`config.mk`:
```
export PLATFORM = sky130hd
export DESIGN_NAME = ibex_rf_wb_arbiter_flat
export DESIGN_NICKNAME = d
export VERILOG_FILES = /design/src/rtl/ibex_rf_wb_pkg.sv /design/src/rtl/ibex_rf_wb_arbiter_if.sv /design/src/rtl/ibex_rf_wb_fifo.sv /design/src/rtl/ibex_rf_wb_arbiter.sv /design/src/flat_wrapper.sv
export SDC_FILE = /design/constraint.sdc
export NUM_CORES = 1
export LEC_CHECK = 0
export BUFFER_PORTS_ARGS = -buffer_cell sky130_fd_sc_hd__buf_2
export CORE_AREA = 2 2 124 138
export CTS_BUF_LIST = sky130_fd_sc_hd__clkbuf_8
export CTS_CLUSTER_SIZE = 20
export DETAILED_ROUTE_END_ITERATION = 16
export DIE_AREA = 0 0 126 140
export SLEW_MARGIN = 10
export SYNTH_ARGS = -nofsm -noshare
export SYNTH_HDL_FRONTEND = slang
export SYNTH_HIERARCHICAL = 1
export SYNTH_SLANG_ARGS = --single-unit
export TNS_END_PERCENT = 20
```
`constraint.sdc`:
```
create_clock -name clk_i -period 3.3 [get_ports clk_i]
set_clock_uncertainty 0.2 [all_clocks]
set_input_delay 0.99 -clock clk_i [delete_from_list [all_inputs] [get_ports clk_i]]
set_output_delay 0.99 -clock clk_i [all_outputs]
set_load 0.005 [all_outputs]
```
`src/rtl/ibex_rf_wb_pkg.sv`:
```
// Shared widths and the register-file write record for the write-back arbiter.
package ibex_rf_wb_pkg;

    localparam int unsigned RegAddrW = 5;
    localparam int unsigned RegDataW = 32;

    typedef struct packed {
        logic [RegAddrW-1:0] addr;
        logic [RegDataW-1:0] data;
    } rf_wr_t;

endpackage

```
`src/rtl/ibex_rf_wb_arbiter_if.sv`:
```
// Bus bundle between the core pipeline (master) and the write-back arbiter (slave).
interface ibex_rf_wb_arbiter_if;
    import ibex_rf_wb_pkg::*;

    logic                ex_valid_i;
    logic                ex_ready_o;
    logic [RegAddrW-1:0] ex_waddr_i;
    logic [RegDataW-1:0] ex_wdata_i;

    logic                lsu_rvalid_i;
    logic [RegAddrW-1:0] lsu_waddr_i;
    logic [RegDataW-1:0] lsu_wdata_i;

    logic                we_a_o;
    logic [RegAddrW-1:0] waddr_a_o;
    logic [RegDataW-1:0] wdata_a_o;

    logic [RegAddrW-1:0] raddr_a_i;
    logic [RegAddrW-1:0] raddr_b_i;
    logic                hazard_a_o;
    logic                hazard_b_o;
    logic                fwd_valid_a_o;
    logic [RegDataW-1:0] fwd_data_a_o;
    logic                fwd_valid_b_o;
    logic [RegDataW-1:0] fwd_data_b_o;

    modport slave (
        input  ex_valid_i, ex_waddr_i, ex_wdata_i,
        input  lsu_rvalid_i, lsu_waddr_i, lsu_wdata_i,
        input  raddr_a_i, raddr_b_i,
        output ex_ready_o,
        output we_a_o, waddr_a_o, wdata_a_o,
        output hazard_a_o, hazard_b_o,
        output fwd_valid_a_o, fwd_data_a_o, fwd_valid_b_o, fwd_data_b_o
    );

    modport master (
        output ex_valid_i, ex_waddr_i, ex_wdata_i,
        output lsu_rvalid_i, lsu_waddr_i, lsu_wdata_i,
        output raddr_a_i, raddr_b_i,
        input  ex_ready_o,
        input  we_a_o, waddr_a_o, wdata_a_o,
        input  hazard_a_o, hazard_b_o,
        input  fwd_valid_a_o, fwd_data_a_o, fwd_valid_b_o, fwd_data_b_o
    );

endinterface

```
`src/rtl/ibex_rf_wb_fifo.sv`:
```
// EX result buffer; exposes entries oldest-first for hazard search.
// Entry data is only exported when IBEX_RF_WB_FWD_EN is defined.
module ibex_rf_wb_fifo
    import ibex_rf_wb_pkg::*;
#(
    parameter int unsigned Depth = 2
) (
    input  logic                clk_i,
    input  logic                rst_ni,
    input  logic                push,
    input  rf_wr_t              push_data,
    input  logic                pop,
    output rf_wr_t              head,
    output logic                full,
    output logic                empty,
    output logic [RegAddrW-1:0] age_addr [Depth],
    output logic [Depth-1:0]    age_valid
`ifdef IBEX_RF_WB_FWD_EN
    ,
    output logic [RegDataW-1:0] age_data [Depth]
`endif
);

    localparam int unsigned PtrW = (Depth > 1) ? $clog2(Depth) : 1;
    localparam int unsigned CntW = PtrW + 1;

    typedef logic [PtrW-1:0] ptr_t;
    typedef logic [CntW-1:0] cnt_t;

    rf_wr_t mem [Depth];
    ptr_t   rd_ptr;
    ptr_t   wr_ptr;
    cnt_t   count;
    logic   do_push;
    logic   do_pop;

    assign full    = (count == cnt_t'(Depth));
    assign empty   = (count == '0);
    assign do_push = push && !full;
    assign do_pop  = pop && !empty;
    assign head    = mem[rd_ptr];

    always_ff @(posedge clk_i) begin
        if (do_push) begin
            mem[wr_ptr] <= push_data;
        end
    end

    // Depth is a power of two, so pointer overflow is the modulo wrap.
    always_ff @(posedge clk_i or negedge rst_ni) begin
        if (!rst_ni) begin
            rd_ptr <= '0;
            wr_ptr <= '0;
            count  <= '0;
        end else begin
            if (do_push) begin
                wr_ptr <= wr_ptr + ptr_t'(1);
            end
            if (do_pop) begin
                rd_ptr <= rd_ptr + ptr_t'(1);
            end
            case ({do_push, do_pop})
                2'b10:   count <= count + cnt_t'(1);
                2'b01:   count <= count - cnt_t'(1);
                default: count <= count;
            endcase
        end
    end

    always_comb begin
        for (int i = 0; i < Depth; i++) begin
            age_addr[i]  = mem[rd_ptr + ptr_t'(i)].addr;
            age_valid[i] = (cnt_t'(i) < count);
`ifdef IBEX_RF_WB_FWD_EN
            age_data[i]  = mem[rd_ptr + ptr_t'(i)].data;
`endif
        end
    end

endmodule

```
`src/rtl/ibex_rf_wb_arbiter.sv`:
```
// Register-file write-back arbiter: LSU first, then buffered EX, then EX bypass.
// Define IBEX_RF_WB_FWD_EN to drive the forwarding outputs; otherwise they are tied to 0.
module ibex_rf_wb_arbiter
    import ibex_rf_wb_pkg::*;
#(
    parameter int unsigned FifoDepth = 2
) (
    input  logic                 clk_i,
    input  logic                 rst_ni,
    ibex_rf_wb_arbiter_if.slave  bus
);

    logic                lsu_sel;
    logic                ex_keep;
    logic                ex_sel;
    logic                fifo_push;
    logic                fifo_pop;
    logic                fifo_full;
    logic                fifo_empty;
    rf_wr_t              fifo_head;
    rf_wr_t              ex_wr;
    logic [RegAddrW-1:0] age_addr [FifoDepth];
    logic [FifoDepth-1:0] age_valid;
    logic                we_d;
    logic                we_q;
    rf_wr_t              wr_d;
    rf_wr_t              wr_q;
    logic [RegAddrW-1:0] raddr [2];
    logic [1:0]          hazard;
`ifdef IBEX_RF_WB_FWD_EN
    logic [RegDataW-1:0] age_data [FifoDepth];
    logic [RegDataW-1:0] fwd_data [2];
`endif

    assign ex_wr = '{addr: bus.ex_waddr_i, data: bus.ex_wdata_i};

    // x0 results still complete the EX handshake but are otherwise discarded.
    assign lsu_sel   = bus.lsu_rvalid_i && (bus.lsu_waddr_i != '0);
    assign ex_keep   = bus.ex_valid_i && !fifo_full && (bus.ex_waddr_i != '0);
    assign fifo_pop  = !lsu_sel && !fifo_empty;
    assign ex_sel    = !lsu_sel && fifo_empty && ex_keep;
    assign fifo_push = ex_keep && !ex_sel;

    ibex_rf_wb_fifo #(
        .Depth (FifoDepth)
    ) u_fifo (
        .clk_i     (clk_i),
        .rst_ni    (rst_ni),
        .push      (fifo_push),
        .push_data (ex_wr),
        .pop       (fifo_pop),
        .head      (fifo_head),
        .full      (fifo_full),
        .empty     (fifo_empty),
        .age_addr  (age_addr),
        .age_valid (age_valid)
`ifdef IBEX_RF_WB_FWD_EN
        ,
        .age_data  (age_data)
`endif
    );

    always_comb begin
        we_d = 1'b1;
        wr_d = '0;
        if (lsu_sel) begin
            wr_d = '{addr: bus.lsu_waddr_i, data: bus.lsu_wdata_i};
        end else if (fifo_pop) begin
            wr_d = fifo_head;
        end else if (ex_sel) begin
            wr_d = ex_wr;
        end else begin
            we_d = 1'b0;
        end
    end

    always_ff @(posedge clk_i or negedge rst_ni) begin
        if (!rst_ni) begin
            we_q <= 1'b0;
            wr_q <= '0;
        end else begin
            we_q <= we_d;
            wr_q <= wr_d;
        end
    end

    assign bus.ex_ready_o = !fifo_full;
    assign bus.we_a_o     = we_q;
    assign bus.waddr_a_o  = wr_q.addr;
    assign bus.wdata_a_o  = wr_q.data;

    assign raddr[0] = bus.raddr_a_i;
    assign raddr[1] = bus.raddr_b_i;

    // Sources checked oldest to youngest so the last hit holds the newest data.
    always_comb begin
        hazard = '0;
        for (int p = 0; p < 2; p++) begin
`ifdef IBEX_RF_WB_FWD_EN
            fwd_data[p] = '0;
`endif
            if (we_q && (wr_q.addr == raddr[p])) begin
                hazard[p] = 1'b1;
`ifdef IBEX_RF_WB_FWD_EN
                fwd_data[p] = wr_q.data;
`endif
            end
            for (int i = 0; i < FifoDepth; i++) begin
                if (age_valid[i] && (age_addr[i] == raddr[p])) begin
                    hazard[p] = 1'b1;
`ifdef IBEX_RF_WB_FWD_EN
                    fwd_data[p] = age_data[i];
`endif
                end
            end
            if (ex_keep && (bus.ex_waddr_i == raddr[p])) begin
                hazard[p] = 1'b1;
`ifdef IBEX_RF_WB_FWD_EN
                fwd_data[p] = bus.ex_wdata_i;
`endif
            end
            if ((raddr[p] == '0) || !rst_ni) begin
                hazard[p] = 1'b0;
            end
        end
    end

    assign bus.hazard_a_o = hazard[0];
    assign bus.hazard_b_o = hazard[1];

`ifdef IBEX_RF_WB_FWD_EN
    assign bus.fwd_valid_a_o = hazard[0];
    assign bus.fwd_data_a_o  = hazard[0] ? fwd_data[0] : '0;
    assign bus.fwd_valid_b_o = hazard[1];
    assign bus.fwd_data_b_o  = hazard[1] ? fwd_data[1] : '0;
`else
    assign bus.fwd_valid_a_o = 1'b0;
    assign bus.fwd_data_a_o  = '0;
    assign bus.fwd_valid_b_o = 1'b0;
    assign bus.fwd_data_b_o  = '0;
`endif

endmodule

```
`src/flat_wrapper.sv`:
```
// flat-port wrapper written by rule: the top's interface ports become plain ports
module ibex_rf_wb_arbiter_flat import ibex_rf_wb_pkg::*;
#(
    parameter int unsigned FifoDepth = 2
)
  (clk_i, rst_ni, bus_ex_valid_i, bus_ex_waddr_i, bus_ex_wdata_i, bus_lsu_rvalid_i, bus_lsu_waddr_i, bus_lsu_wdata_i, bus_raddr_a_i, bus_raddr_b_i, bus_ex_ready_o, bus_we_a_o, bus_waddr_a_o, bus_wdata_a_o, bus_hazard_a_o, bus_hazard_b_o, bus_fwd_valid_a_o, bus_fwd_data_a_o, bus_fwd_valid_b_o, bus_fwd_data_b_o);
  ibex_rf_wb_arbiter_if bus_i ();
  input  logic clk_i;
  input  logic rst_ni;
  input wire logic [$bits(bus_i.ex_valid_i)-1:0] bus_ex_valid_i;
  input wire logic [$bits(bus_i.ex_waddr_i)-1:0] bus_ex_waddr_i;
  input wire logic [$bits(bus_i.ex_wdata_i)-1:0] bus_ex_wdata_i;
  input wire logic [$bits(bus_i.lsu_rvalid_i)-1:0] bus_lsu_rvalid_i;
  input wire logic [$bits(bus_i.lsu_waddr_i)-1:0] bus_lsu_waddr_i;
  input wire logic [$bits(bus_i.lsu_wdata_i)-1:0] bus_lsu_wdata_i;
  input wire logic [$bits(bus_i.raddr_a_i)-1:0] bus_raddr_a_i;
  input wire logic [$bits(bus_i.raddr_b_i)-1:0] bus_raddr_b_i;
  output wire logic [$bits(bus_i.ex_ready_o)-1:0] bus_ex_ready_o;
  output wire logic [$bits(bus_i.we_a_o)-1:0] bus_we_a_o;
  output wire logic [$bits(bus_i.waddr_a_o)-1:0] bus_waddr_a_o;
  output wire logic [$bits(bus_i.wdata_a_o)-1:0] bus_wdata_a_o;
  output wire logic [$bits(bus_i.hazard_a_o)-1:0] bus_hazard_a_o;
  output wire logic [$bits(bus_i.hazard_b_o)-1:0] bus_hazard_b_o;
  output wire logic [$bits(bus_i.fwd_valid_a_o)-1:0] bus_fwd_valid_a_o;
  output wire logic [$bits(bus_i.fwd_data_a_o)-1:0] bus_fwd_data_a_o;
  output wire logic [$bits(bus_i.fwd_valid_b_o)-1:0] bus_fwd_valid_b_o;
  output wire logic [$bits(bus_i.fwd_data_b_o)-1:0] bus_fwd_data_b_o;
  assign bus_i.ex_valid_i = bus_ex_valid_i;
  assign bus_i.ex_waddr_i = bus_ex_waddr_i;
  assign bus_i.ex_wdata_i = bus_ex_wdata_i;
  assign bus_i.lsu_rvalid_i = bus_lsu_rvalid_i;
  assign bus_i.lsu_waddr_i = bus_lsu_waddr_i;
  assign bus_i.lsu_wdata_i = bus_lsu_wdata_i;
  assign bus_i.raddr_a_i = bus_raddr_a_i;
  assign bus_i.raddr_b_i = bus_raddr_b_i;
  assign bus_ex_ready_o = bus_i.ex_ready_o;
  assign bus_we_a_o = bus_i.we_a_o;
  assign bus_waddr_a_o = bus_i.waddr_a_o;
  assign bus_wdata_a_o = bus_i.wdata_a_o;
  assign bus_hazard_a_o = bus_i.hazard_a_o;
  assign bus_hazard_b_o = bus_i.hazard_b_o;
  assign bus_fwd_valid_a_o = bus_i.fwd_valid_a_o;
  assign bus_fwd_data_a_o = bus_i.fwd_data_a_o;
  assign bus_fwd_valid_b_o = bus_i.fwd_valid_b_o;
  assign bus_fwd_data_b_o = bus_i.fwd_data_b_o;
  ibex_rf_wb_arbiter #(.FifoDepth(FifoDepth)) u_core (.clk_i(clk_i), .rst_ni(rst_ni), .bus(bus_i));
endmodule
```
==> summary.txt <==
Fin. Hold Viols: 0
Clock transition at path regs: 0.07 ns
RD Place Congestion: 0.834
Critical path class: reg2out
Critical Path Most Common Cell: a31oi_1
Post-Synthesis Cells: 502
Synthesized area: 6080 um^2
Final Util: 0.435
Top delay family on crit path: flip-flops
Cell Count, Final, Fillers Out: 847
Commonest non-fill, non-tap cells in the layout: 128 x buf_2, 76 x a21oi_1, 74 x edfxtp_1, 66 x conb_1, 41 x dfrtp_1
# H-tree levels: 4
CTS sink cnt: 116
Final wirelength: 13700 um
Vias in the first global route: 4102
Tot GR Track Use: 0.159
Final setup vio count: 2
Die height: 140 um
First-pass GRT wire length: 21900 um
Fmax: 283 MHz
Port bufs: 128
Largest net degree at the start of global routing: 76
Post-layout min period: 3.53 ns
Post-DP HPWL: 9590 um
Area of placed instances: 6590 um^2
Fin nets: 722
Drt first pass iters: 4
Unrepaired setup endpoints after global routing: true
Row cnt: 49
Crit. End Element: output port
Fin. max-slew vios: 0
Clk buf depth: 2
CTS Hold Bufs: 0
Routed len/inst: 16.2 um
Final setup TNS: -0.421 ns
Ant diodes: 0
Share of layout cells above drive strength 1: 0.348
WP data arrival: 2.34 ns
Drt drc: 0
Chip width: 126 um
Critical-path cell list: buf_6 > mux2_4 > xor2_1 > nor4_1 > and3_1 > a31oi_1 > a31oi_1 > buf_2
CP Launch Type: flop
Power per Cell Area: 780 nW/um^2
CTS tree: yes
Yosys top cell by area: edfxtp_1
Seq cells post-synth: 116
Core region area: 16200 um^2
Mean post-synth cell area: 12.1 um^2
Skew-Pair Late Insertion Delay: 0.42 ns
DRT iter0 DRCs: 144
DR vias/cell: 4.55
Synth area leaders: edfxtp_1 37%, dfrtp_1 17%, mux2_4 9.6%, buf_4 9.0%, a21oi_1 6.3%
Initial core utilization: 0.376
Routed vias: 3853
Leading cell type in the layout, fill and taps excluded: buf_2
Worst stage delay on the critical path: 0.55 ns
Buf+Inv Stages, Crit Path: 2
Fillcell total: 1580
Syn. warnings: 6
Req. time, crit path: 2.11 ns
Failing checks: negative setup slack
Number of max-cap violations: 0
Post-synth top area share: 0.365
Number of antenna violations at the first check in global routing: 0
Placed instance count: 810
Worst-margin pin slew: 1.16 ns
Cts bufs inserted: 17
Worst Slack Setup Final: -0.228 ns
Worst vdd rail ir drop: 0.000307 V
Rel. slew slack: 0.227
Final instance area: 7030 um^2
Total grt overflow: 0
I/O pin cnt: 195
Seq/Total Area, Yosys: 0.538
P_leak: 3.05 nW
Full die area: 17600 um^2
Routed Antenna Nets: 0
Outcome: complete, but fails checks
Fraction of the cycle the final worst path needs: 1.07
Layout Area Growth over Synthesis: 15.6%
Unique masters post-synth: 31
Root buf cell: clkbuf_8
Hold Crit Class: reg2reg
Crit Path Max Fanout: 7
Slowest cell on crit path: dfrtp_4
[cell usage after synthesis (all sizes together)]
| master | number |
|---|---|
| a21o | 1 |
| or4 | 3 |
| conb | 1 |
| a21oi | 76 |
| inv | 5 |
| ha | 4 |
| nand3 | 3 |
| nor2 | 41 |
| mux2 | 42 |
| xnor2 | 13 |
| clkbuf | 13 |
| o21ai | 4 |
| nand2b | 2 |
| buf | 89 |
| dfrtp | 42 |
| nand2 | 1 |
| xor2 | 31 |
| edfxtp | 74 |
| nand4 | 2 |
| and3 | 2 |
| nor3 | 3 |
| a31oi | 4 |
| nor2b | 39 |
| nor4 | 6 |
| and2 | 1 |
[final cells by class]
type | instances | area (um^2) | area share
clock buffer | 18 | 248 | 0.0352
clock inverter | 14 | 121 | 0.0173
inverter | 5 | 18.8 | 0.00267
multi-input combinational | 344 | 2310 | 0.328
sequential | 116 | 3280 | 0.466
tap | 204 | 255 | 0.0363
timing repair buffer | 146 | 807 | 0.115
[worst min-delay path, cell delays in order, from the launching register on]
cell     delay [ns]
dfrtp_1        0.37
nand2_1        0.05
o21ai_0        0.07
[routing by layer]
| metal | GRT usage | wire (um) | vias up |
|---|---|---|---|
| met5 | 0 | 0 | - |
| met4 | 0.0584 | 202 | 0 |
| met3 | 0.0359 | 778 | 18 |
| met2 | 0.271 | 6890 | 143 |
| met1 | 0.198 | 5840 | 1842 |
| li1 | - | - | 1850 |
[metrics by stage]
| stage | total power (W) | hold WS (ns) | worst slack (ns) |
|---|---|---|---|
| floorplan | 0.00377 | 0.268 | -0.494 |
| global placement | 0.00419 | 0.290 | 0.0266 |
| detailed placement | 0.00423 | 0.317 | -0.0153 |
| CTS | 0.00553 | 0.334 | -0.268 |
| global route | 0.00585 | 0.377 | -0.346 |
| finish | 0.00549 | 0.325 | -0.228 |
[timing repair]
item                                    in CTS  in global routing
endpoints found under the setup margin       2                  2
pin swaps                                    7                  0
resized for setup                            4                  1
buffers inserted                             4                  0
[state kept, by name, summed over array words and instances (netlist names)]
| register | flops |
|---|---|
| u_core/bus.wdata_a_o | 32 |
| u_core/bus.waddr_a_o | 5 |
| u_core/u_fifo/count | 2 |
| u_core/u_fifo/mem | 74 |
| u_core/bus.we_a_o | 1 |
| u_core/u_fifo/wr_ptr | 1 |
| u_core/u_fifo/rd_ptr | 1 |
[logic make-up after synthesis]
kind of cell / after synthesis / share of synthesized area
adders and majority gates: 4 / 0.00823
xor gates and xnor gates: 44 / 0.0633
AOI/OAI and AO/OA: 85 / 0.0718
other: 1 / 0.000616
muxes: 42 / 0.102
DFF: 116 / 0.538
and+or+nand+nor: 103 / 0.0880
buffers and inverters: 107 / 0.128
[final timing paths]
kind | from | end | slack (ns) | depth (start not counted)
setup / recovery | u_core/u_fifo/rd_ptr | bus_hazard_a_o | -0.23 | 8
hold / removal | u_core/u_fifo/count[1] | u_core/u_fifo/count[1] | 0.33 | 2
setup reg to reg | u_core/u_fifo/count[0] | u_core/u_fifo/mem[0][27] | 0.38 | 7
hold reg to reg | u_core/u_fifo/count[1] | u_core/u_fifo/count[1] | 0.33 | 2
max in group asynchronous | rst_ni | u_core/bus.wdata_a_o[6] | 2.01 | 2
min in group asynchronous | rst_ni | u_core/bus.waddr_a_o[2] | 0.43 | 2
[where the power goes]
| group | total (W) | internal [W] | switching, W |
|---|---|---|---|
| registers | 0.00214 | 0.00198 | 0.000166 |
| logic | 0.00212 | 0.00104 | 0.00108 |
| clock network | 0.00122 | 0.000671 | 0.000548 |
| total | 0.00549 | 0.00369 | 0.00180 |
(Power assumes the default switching activity.)
